## config.mk

```make
export PLATFORM = sky130hd
export DESIGN_NAME = router_ctrl
export DESIGN_NICKNAME = d
export VERILOG_FILES = /design/src/rtl/router_pkg.sv /design/src/rtl/router_timeout.sv /design/src/rtl/router_ctrl.sv
export SDC_FILE = /design/constraint.sdc
export NUM_CORES = 1
export LEC_CHECK = 0
export ABC_AREA = 0
export CORE_UTILIZATION = 28
export CTS_BUF_LIST = sky130_fd_sc_hd__clkbuf_16
export CTS_CLUSTER_SIZE = 20
export DETAILED_ROUTE_END_ITERATION = 16
export GPL_TIMING_DRIVEN = 0
export SYNTH_ARGS = -nofsm -noshare
export SYNTH_HDL_FRONTEND = slang
export SYNTH_SLANG_ARGS = --single-unit
```

## constraint.sdc

```tcl
create_clock -name clock -period 1.9 [get_ports clock]
set_input_delay 0.285 -clock clock [delete_from_list [all_inputs] [get_ports clock]]
set_output_delay 0.285 -clock clock [all_outputs]
set_load 0.005 [all_outputs]
```

## src/rtl/router_pkg.sv

```systemverilog
// Shared definitions for the router input controller: sizes, header layout and FSM states.
package router_pkg;
    localparam int DATA_WIDTH = 8;
    localparam int NUM_PORTS  = 3;
    localparam int TIMEOUT    = 30;
    localparam int ADDR_W     = 2;
    localparam int LEN_W      = DATA_WIDTH - ADDR_W;
    localparam int TMR_W      = $clog2(TIMEOUT + 1);

    localparam logic [ADDR_W-1:0] ADDR_INVALID = 2'd3;

    typedef enum logic [2:0] {
        DECODE,
        WAIT_EMPTY,
        LOAD_HEADER,
        LOAD_DATA,
        CHECK,
        DROP
    } ctrl_state_e;

    function automatic logic [ADDR_W-1:0] hdr_addr(input logic [DATA_WIDTH-1:0] hdr);
        return hdr[ADDR_W-1:0];
    endfunction

    function automatic logic [LEN_W-1:0] hdr_len(input logic [DATA_WIDTH-1:0] hdr);
        return hdr[DATA_WIDTH-1:ADDR_W];
    endfunction

    function automatic logic [NUM_PORTS-1:0] port_onehot(input logic [ADDR_W-1:0] addr);
        logic [NUM_PORTS-1:0] sel;
        sel = '0;
        for (int i = 0; i < NUM_PORTS; i++) begin
            if (addr == ADDR_W'(i)) sel[i] = 1'b1;
        end
        return sel;
    endfunction
endpackage

```

## src/rtl/router_timeout.sv

```systemverilog
// Per-output stall watchdog: pulses soft_reset_o for one cycle once a reader has left
// valid data unread for TIMEOUT consecutive cycles.
module router_timeout
    import router_pkg::*;
(
    input  logic clk_i,
    input  logic rst_i,
    input  logic vld_i,
    input  logic read_i,
    output logic soft_reset_o
);
    logic [TMR_W-1:0] tmr_q, tmr_d;
    logic             sr_q, sr_d;
    logic             stalled;

    assign stalled = vld_i && !read_i;

    always_comb begin
        tmr_d = '0;
        sr_d  = 1'b0;
        if (stalled) begin
            if (tmr_q == TMR_W'(TIMEOUT - 1)) sr_d = 1'b1;
            else                              tmr_d = tmr_q + TMR_W'(1);
        end
    end

    always_ff @(posedge clk_i) begin
        if (rst_i) begin
            tmr_q <= '0;
            sr_q  <= 1'b0;
        end else begin
            tmr_q <= tmr_d;
            sr_q  <= sr_d;
        end
    end

    assign soft_reset_o = sr_q;
endmodule

```

## src/rtl/router_ctrl.sv

```systemverilog
// Input-side controller of the 1x3 router: decodes headers, steers bytes into the output
// FIFOs, throttles the source with busy and checks parity/length of every packet.
module router_ctrl
    import router_pkg::*;
(
    input  logic                  clock,
    input  logic                  reset,
    input  logic                  pkt_valid,
    input  logic [DATA_WIDTH-1:0] data_in,
    input  logic [NUM_PORTS-1:0]  fifo_full,
    input  logic [NUM_PORTS-1:0]  fifo_empty,
    input  logic [NUM_PORTS-1:0]  read_enb,
    output logic                  busy,
    output logic [NUM_PORTS-1:0]  write_enb,
    output logic [DATA_WIDTH-1:0] fifo_wdata,
    output logic                  lfd,
    output logic [NUM_PORTS-1:0]  vld_out,
    output logic [NUM_PORTS-1:0]  soft_reset,
    output logic                  err
);
    ctrl_state_e           state_q, state_d;
    logic [DATA_WIDTH-1:0] hdr_q, hdr_d;
    logic [DATA_WIDTH-1:0] xor_q, xor_d;
    logic [DATA_WIDTH-1:0] par_q, par_d;
    logic [ADDR_W-1:0]     addr_q, addr_d;
    logic [LEN_W-1:0]      len_q, len_d;
    logic [LEN_W-1:0]      cnt_q, cnt_d;
    logic                  err_q, err_d;

    logic [ADDR_W-1:0]     in_addr;
    logic [NUM_PORTS-1:0]  in_sel;
    logic [NUM_PORTS-1:0]  dest_sel;
    logic                  in_empty;
    logic                  dest_full;
    logic                  dest_empty;
    logic                  dest_sr;

    assign in_addr    = hdr_addr(data_in);
    assign in_sel     = port_onehot(in_addr);
    assign dest_sel   = port_onehot(addr_q);
    assign in_empty   = |(fifo_empty & in_sel);
    assign dest_full  = |(fifo_full & dest_sel);
    assign dest_empty = |(fifo_empty & dest_sel);
    assign dest_sr    = |(soft_reset & dest_sel);

    assign vld_out = ~fifo_empty;
    assign err     = err_q;

    for (genvar i = 0; i < NUM_PORTS; i++) begin : g_tmo
        router_timeout u_tmo (
            .clk_i       (clock),
            .rst_i       (reset),
            .vld_i       (vld_out[i]),
            .read_i      (read_enb[i]),
            .soft_reset_o(soft_reset[i])
        );
    end

    always_comb begin
        state_d    = state_q;
        hdr_d      = hdr_q;
        xor_d      = xor_q;
        par_d      = par_q;
        addr_d     = addr_q;
        len_d      = len_q;
        cnt_d      = cnt_q;
        err_d      = err_q;
        busy       = 1'b0;
        write_enb  = '0;
        fifo_wdata = '0;
        lfd        = 1'b0;

        case (state_q)
            DECODE: begin
                if (pkt_valid) begin
                    hdr_d  = data_in;
                    addr_d = in_addr;
                    len_d  = hdr_len(data_in);
                    xor_d  = data_in;
                    cnt_d  = '0;
                    err_d  = 1'b0;
                    if (in_addr == ADDR_INVALID) begin
                        state_d = DROP;
                        err_d   = 1'b1;
                    end else if (!in_empty) begin
                        state_d = WAIT_EMPTY;
                    end else begin
                        state_d = LOAD_HEADER;
                    end
                end
            end

            WAIT_EMPTY: begin
                busy = 1'b1;
                if (dest_empty) state_d = LOAD_HEADER;
            end

            LOAD_HEADER: begin
                busy = 1'b1;
                if (dest_sr) begin
                    state_d = DROP;
                    err_d   = 1'b1;
                end else if (!dest_full) begin
                    write_enb  = dest_sel;
                    lfd        = 1'b1;
                    fifo_wdata = hdr_q;
                    state_d    = LOAD_DATA;
                end
            end

            LOAD_DATA: begin
                busy = dest_full;
                // A flushed destination wins over everything: the byte is dropped, not written.
                if (dest_sr) begin
                    state_d = DROP;
                    err_d   = 1'b1;
                end else if (!dest_full) begin
                    write_enb  = dest_sel;
                    fifo_wdata = data_in;
                    if (pkt_valid) begin
                        xor_d = xor_q ^ data_in;
                        cnt_d = (cnt_q == {LEN_W{1'b1}}) ? cnt_q : cnt_q + LEN_W'(1);
                    end else begin
                        par_d   = data_in;
                        state_d = CHECK;
                    end
                end
            end

            CHECK: begin
                busy = 1'b1;
                if ((par_q != xor_q) || (cnt_q != len_q)) err_d = 1'b1;
                state_d = DECODE;
            end

            DROP: begin
                if (!pkt_valid) state_d = DECODE;
            end

            default: state_d = DECODE;
        endcase
    end

    always_ff @(posedge clock) begin
        if (reset) begin
            state_q <= DECODE;
            hdr_q   <= '0;
            xor_q   <= '0;
            par_q   <= '0;
            addr_q  <= '0;
            len_q   <= '0;
            cnt_q   <= '0;
            err_q   <= 1'b0;
        end else begin
            state_q <= state_d;
            hdr_q   <= hdr_d;
            xor_q   <= xor_d;
            par_q   <= par_d;
            addr_q  <= addr_d;
            len_q   <= len_d;
            cnt_q   <= cnt_d;
            err_q   <= err_d;
        end
    end
endmodule

```

# Word level (Yosys, flattened, before mapping)
# Index checks and enable logic that the tools add are counted.
# W data, S select, Z words.
# word_totals
reg_bits	60
latchBits	0
mem_bits_rw	0
mem_bits_ro	0
input_bits	20
word_cells	136
mem_count	0
# op_classes
n_addsub	4
n_mul	0
div	0
order_cmp	0
eq_ne	28
shift	0
muxes	48
n_bitwise	12
n_reduce_logical	30
# ops
operator	n
$mux W8	8
$mux W3	12
$pmux W8 S2	2
$mux W6	5
$reduce_or A3 Y1	8
$mux W1	16
$ne A2 B2 Y1 const B	8
$add A5 B1 Y5 const B	3
$eq A5 B5 Y1 const B	3
$pmux W3 S5	1
$and A3 B3 Y3	4
$pmux W6 S2	1
$reduce_and A6 Y1	2
$ne A3 B3 Y1 const B	3
$ne A8 B8 Y1	1
$reduce_and A4 Y1	2
$reduce_or A2 Y1	4
$xor A8 B8 Y8	1
$add A6 B1 Y6 const B	1
$eq A2 B2 Y1 const B	3
$eq A3 B2 Y1 const B	2
$eq A3 B3 Y1 const B	2
$eq A6 B6 Y1 const B	1
$ne A6 B6 Y1	1
17 further kinds	28

# Logic depth before layout (Yosys ltp)
# depth
word_depth	8
depth_mapped	8
mapped_depth_nobuf	6

# Modules after synthesis
# From an unflattened synthesis, not the netlist that was laid out.
# unflattened
hier_cells	353
area_unflattened_um2	2957.8
# by_module_without_submodules
module	instances	cells_each	area_per_inst_um2	seq_area_each_um2
router_ctrl	1	284	2252.2	680.7
router_timeout	3	23	235.2	120.1

# Worst setup path before layout
# OpenSTA, ideal clock, no wires.
# synth_path
path_kind	reg2out
start	register hdr_q[1] (netlist name)
end	output port fifo_wdata[0]
arrival_time_ns	1.564
t_required_ns	1.615
path_slack_ns	0.051
path_stages_with_launch	7
path_buffers	1
path_cell_list	dfxtp_1 > buf_6 > mux2i_4 > o21a_2 > nand2_2 > nor3_2 > a22o_1
# synth_rtl
item	line	rtl
to (decl)	router_ctrl.sv:15	output logic [DATA_WIDTH-1:0] fifo_wdata,

# Worst setup path in the final report
# layout_path
start	input port fifo_full[2]
end	output port fifo_wdata[7]
# layout_via
elab_chain_len	5
elab_cells_between_ends	7
cone_classes	5 x mux; 1 x bitwise; 1 x reduce/logical
# layout_lines
item	line	rtl
from (decl)	router_ctrl.sv:10	input logic [NUM_PORTS-1:0] fifo_full,
$and A3 B3 Y3 *	router_ctrl.sv:42	assign dest_full = |(fifo_full & dest_sel);
$reduce_or A3 Y1 *	router_ctrl.sv:42	
$mux W8, on equally long branches	router_ctrl.sv:117, router_ctrl.sv:103	
$mux W8, on equally long branches	router_ctrl.sv:114, router_ctrl.sv:100	
$pmux W8 S2 *	router_ctrl.sv:73	case (state_q)
# Mark *: on every way between the ends. The rest lies on a longest branch, timed or not.

==> impl_results.md <==
* Die Ht at just over 100 microns
* Layout net count at ~420
* Total power at between 0.003 and 0.004 W
* Most frequent cells in the layout: dfxtp_1, nor2_1, nand2_1, clkdlybuf4s50_1, nand3_1
* Cell area after layout at ~3800 sq um
* Layout Cells excl Fill at between 500 and 600
* Layout overhead on the synthesized area at 30.01%
* WHS Path Cells at 3
* Final setup TNS at -2014 ps
* Worst vdd ir at 442.5 uV
* Switching pwr at around 0.0015 W
* Worst slew margin at 0.6270
* Worst-margin pin slew at about 560 ps
* Pre-CTS setup slack at -1028 ps
* Synth Flop Type: dfxtp_1
* Final worst slack at -269.0 ps
* Reg clk slew, reported paths at 70 ps
* Die Area at roughly 11000 sq um
* IO buf count at 35
* Seq pwr share at 0.354
* CP arrival at between 1500 and 2000 ps
* Power Density at around 1000 nW/um^2
* Drt total wl at 8.326 mm
* Sequential area share after synthesis at 0.3577
* CP Cell Sequence: clkdlybuf4s50_1 > mux2i_4 > o21a_2 > nand2_2 > nor3_4 > buf_6 > buf_6 > a22o_1 > buf_2
* CTS tree: done
* # setup viols final at 13
* Worst-skew pair later-pin latency at between 200 and 300 ps
* CTS Buffer Depth at 2
* First-pass DRT Iterations at 4
* Avg Synthesized Cell Area at 8.636 sq um
* GRT Util Overall at 0.1572
* Fin crit period at 2169 ps
* Placed Area at between 3000 and 4000 sq um
* DP HPWL at between 5 and 6 mm
* Final ANT Viol Nets at 0
* Initial antenna violation count at 0
* Synth async-reset ratio at 0
* Placement Rows at 36
* GPL Wtd Cong at between 0.8 and 0.9
* CP Class: input port to primary output
* H-tree Lvls at 2
* Core area at roughly 9900 sq um
* Slowest CP cell: clkdlybuf4s50_1
* Largest net degree at the start of global routing at 16
* Number of global-route vias before repair at about 2.8k
* Die extent in x at ~100 microns
* Unrepaired setup endpoints after global routing: yes
* P_int at ~0.0025 W
* Max FO, Critical Path at 6
* Worst Setup End Kind: primary output
* Synth Register Bits at 52
* Fmax at about 460 MHz
* Clk sinks at 52
* Max-cap violations at 0
* Logic pwr share at 0.421
* Vias per cell at approximately 5.2
* Failing checks: negative setup slack
* Period utilization at 1.142
* Max-slew violation count at 0
* I/O pin count at 40
* Commonest non-fill, non-tap cell in the layout: dfxtp_1
* Ant. Diodes at 0
* Average routed wire per standard cell at around 16 microns
* Sw Ratio at 0.3741
* Worst Setup Start Kind: input port
* Outcome: finished, violations left
* Layout cells sized above 1 at 0.1964
* Final hold vios at 0
* Worst hold path class: input port to flop
* Root Driver: clkbuf_16
* CP most frequent cell: buf_6
* Number of synthesized flops with an enable pin at 0
* Cell count after placement at between 500 and 600
* Lkg Pwr at approximately 1.4 nW
* Initial core utilization at 0.2937
* Post-Synthesis Cells at 337
* Net count after synthesis at between 300 and 400
* Library cells used by synthesis at just over 50
* Ys Warns at 0
* 1st-iter DRT viols at about 170
* Global-route wire length before repair at approximately 14 mm
* Clock skew at 5.944 ps
* Crit-path max cell delay at between 500 and 600 ps
* DR vias at 2745
* FF-to-FF path depth at 7
* Clock power frac at 0.224
* CTS buffer count at 5
* Worst endpoint required time at 1620 ps
* # DRC at 0
* GRT overflow at 0
* Synth Cell Area at approximately 2900 sq um
-- power by group through the flow --
stage | sequential [W] | combinational [W] | clock [W]
floorplan | 0.00136 | 0.000932 | 0
global placement | 0.00139 | 0.00135 | 0
detailed placement | 0.00140 | 0.00136 | 0
CTS | 0.00138 | 0.00155 | 0.000906
global route | 0.00142 | 0.00179 | 0.000948
finish | 0.00139 | 0.00166 | 0.000884
-- worst paths after layout --
| kind | from | end | slack [ps] |
|---|---|---|---|
| worst max register to register | hdr_q[1] | cnt_q[5] | -30 |
| worst max-delay path | fifo_full[2] | fifo_wdata[7] | -270 |
| worst min register to register | g_tmo[1].u_tmo.tmr_q[0] | g_tmo[1].u_tmo.tmr_q[0] | 470 |
| worst min-delay path | data_in[1] | hdr_q[1] | 440 |
-- layer usage --
| layer | GRT usage | share of wire | up-vias |
|---|---|---|---|
| met5 | 0 | 0 | - |
| met4 | 0.05102 | 0.019 | 0 |
| met3 | 0.02193 | 0.042 | 11 |
| met2 | 0.2662 | 0.49 | 66 |
| met1 | 0.2048 | 0.45 | 1330 |
| li1 | - | - | 1338 |
-- critical path, delay by kind of cell --
kind,cells,cell delay [ps]
AND/OR/NAND/NOR,2,130
buffers and inverters,4,920
multiplexers,1,100
AO/OA/AOI/OAI,2,430
-- through the flow --
step	utilization	hold WS, ps
floorplan	-	421.0
global placement	0.3458	446.6
global route	0.3818	487.6
finish	0.3818	444.4
CTS	0.3750	444.3
detailed placement	0.3458	456.6
-- sequential cells by signal, summed over array words and instances (netlist names) --
name / cells
state_q: 3
g_tmo.u_tmo.soft_reset_o: 3
xor_q: 8
g_tmo.u_tmo.tmr_q: 15
cnt_q: 6
len_q: 1
err: 1
hdr_q: 7
par_q: 8
-- synth_stat cells (2+ instances only) --
library cell	instances	area share
a22o_1	8	0.024
nor4_1	5	0.011
and2_1	2	0.0043
a221oi_1	8	0.024
inv_1	9	0.012
buf_4	6	0.015
nand4b_1	8	0.024
nand2_1	25	0.032
xor2_1	17	0.051
nor2_1	33	0.043
nor3_2	3	0.010
dfxtp_1	52	0.36
ha_1	7	0.030
nor3b_1	8	0.021
a31oi_1	9	0.019
clkbuf_1	10	0.013
nor2b_1	4	0.0086
mux2i_1	12	0.041
nor3_1	7	0.012
nand3_1	20	0.034
buf_2	7	0.012
a21oi_1	15	0.026
nor4b_1	2	0.0060
o21a_2	2	0.0060
o21ai_0	8	0.014
o31ai_1	10	0.026
nand2b_1	3	0.0064
nand4_1	4	0.0086
nand3b_1	5	0.013
xnor2_1	6	0.018
or3_1	2	0.0043
-- cell families (layout without fill, tap and decap cells) --
kind of cell,after synthesis,after routing,share of synthesized area
and+or+nand+nor,137,137,0.2614
AOI/OAI and AO/OA,71,71,0.1754
DFF,52,52,0.3577
buffers and inverters,34,89,0.05718
xor gates and xnor gates,23,23,0.06922
muxes,13,13,0.04901
adders and majority gates,7,7,0.03009
-- repair_timing --
item | CTS | global route
pin swaps | 13 | 7
resized for setup | 69 | 19
setup buffers | 13 | 0
setup endpoints to repair | 38 | 31
hold buffers | 0 | 0
-- final cells by class --
cell class	instances	area [sq um]
Buffer	25	182.7
Clock buffer	5	125.1
Clock inverter	2	12.51
Fill cell	1014	6126
Inverter	9	37.54
Multi-Input combinational cell	251	1808
Sequential cell	52	1047
Tap cell	133	166.4
Timing Repair Buffer	48	404.1
Note: power is estimated with default switching activity, not from simulation.
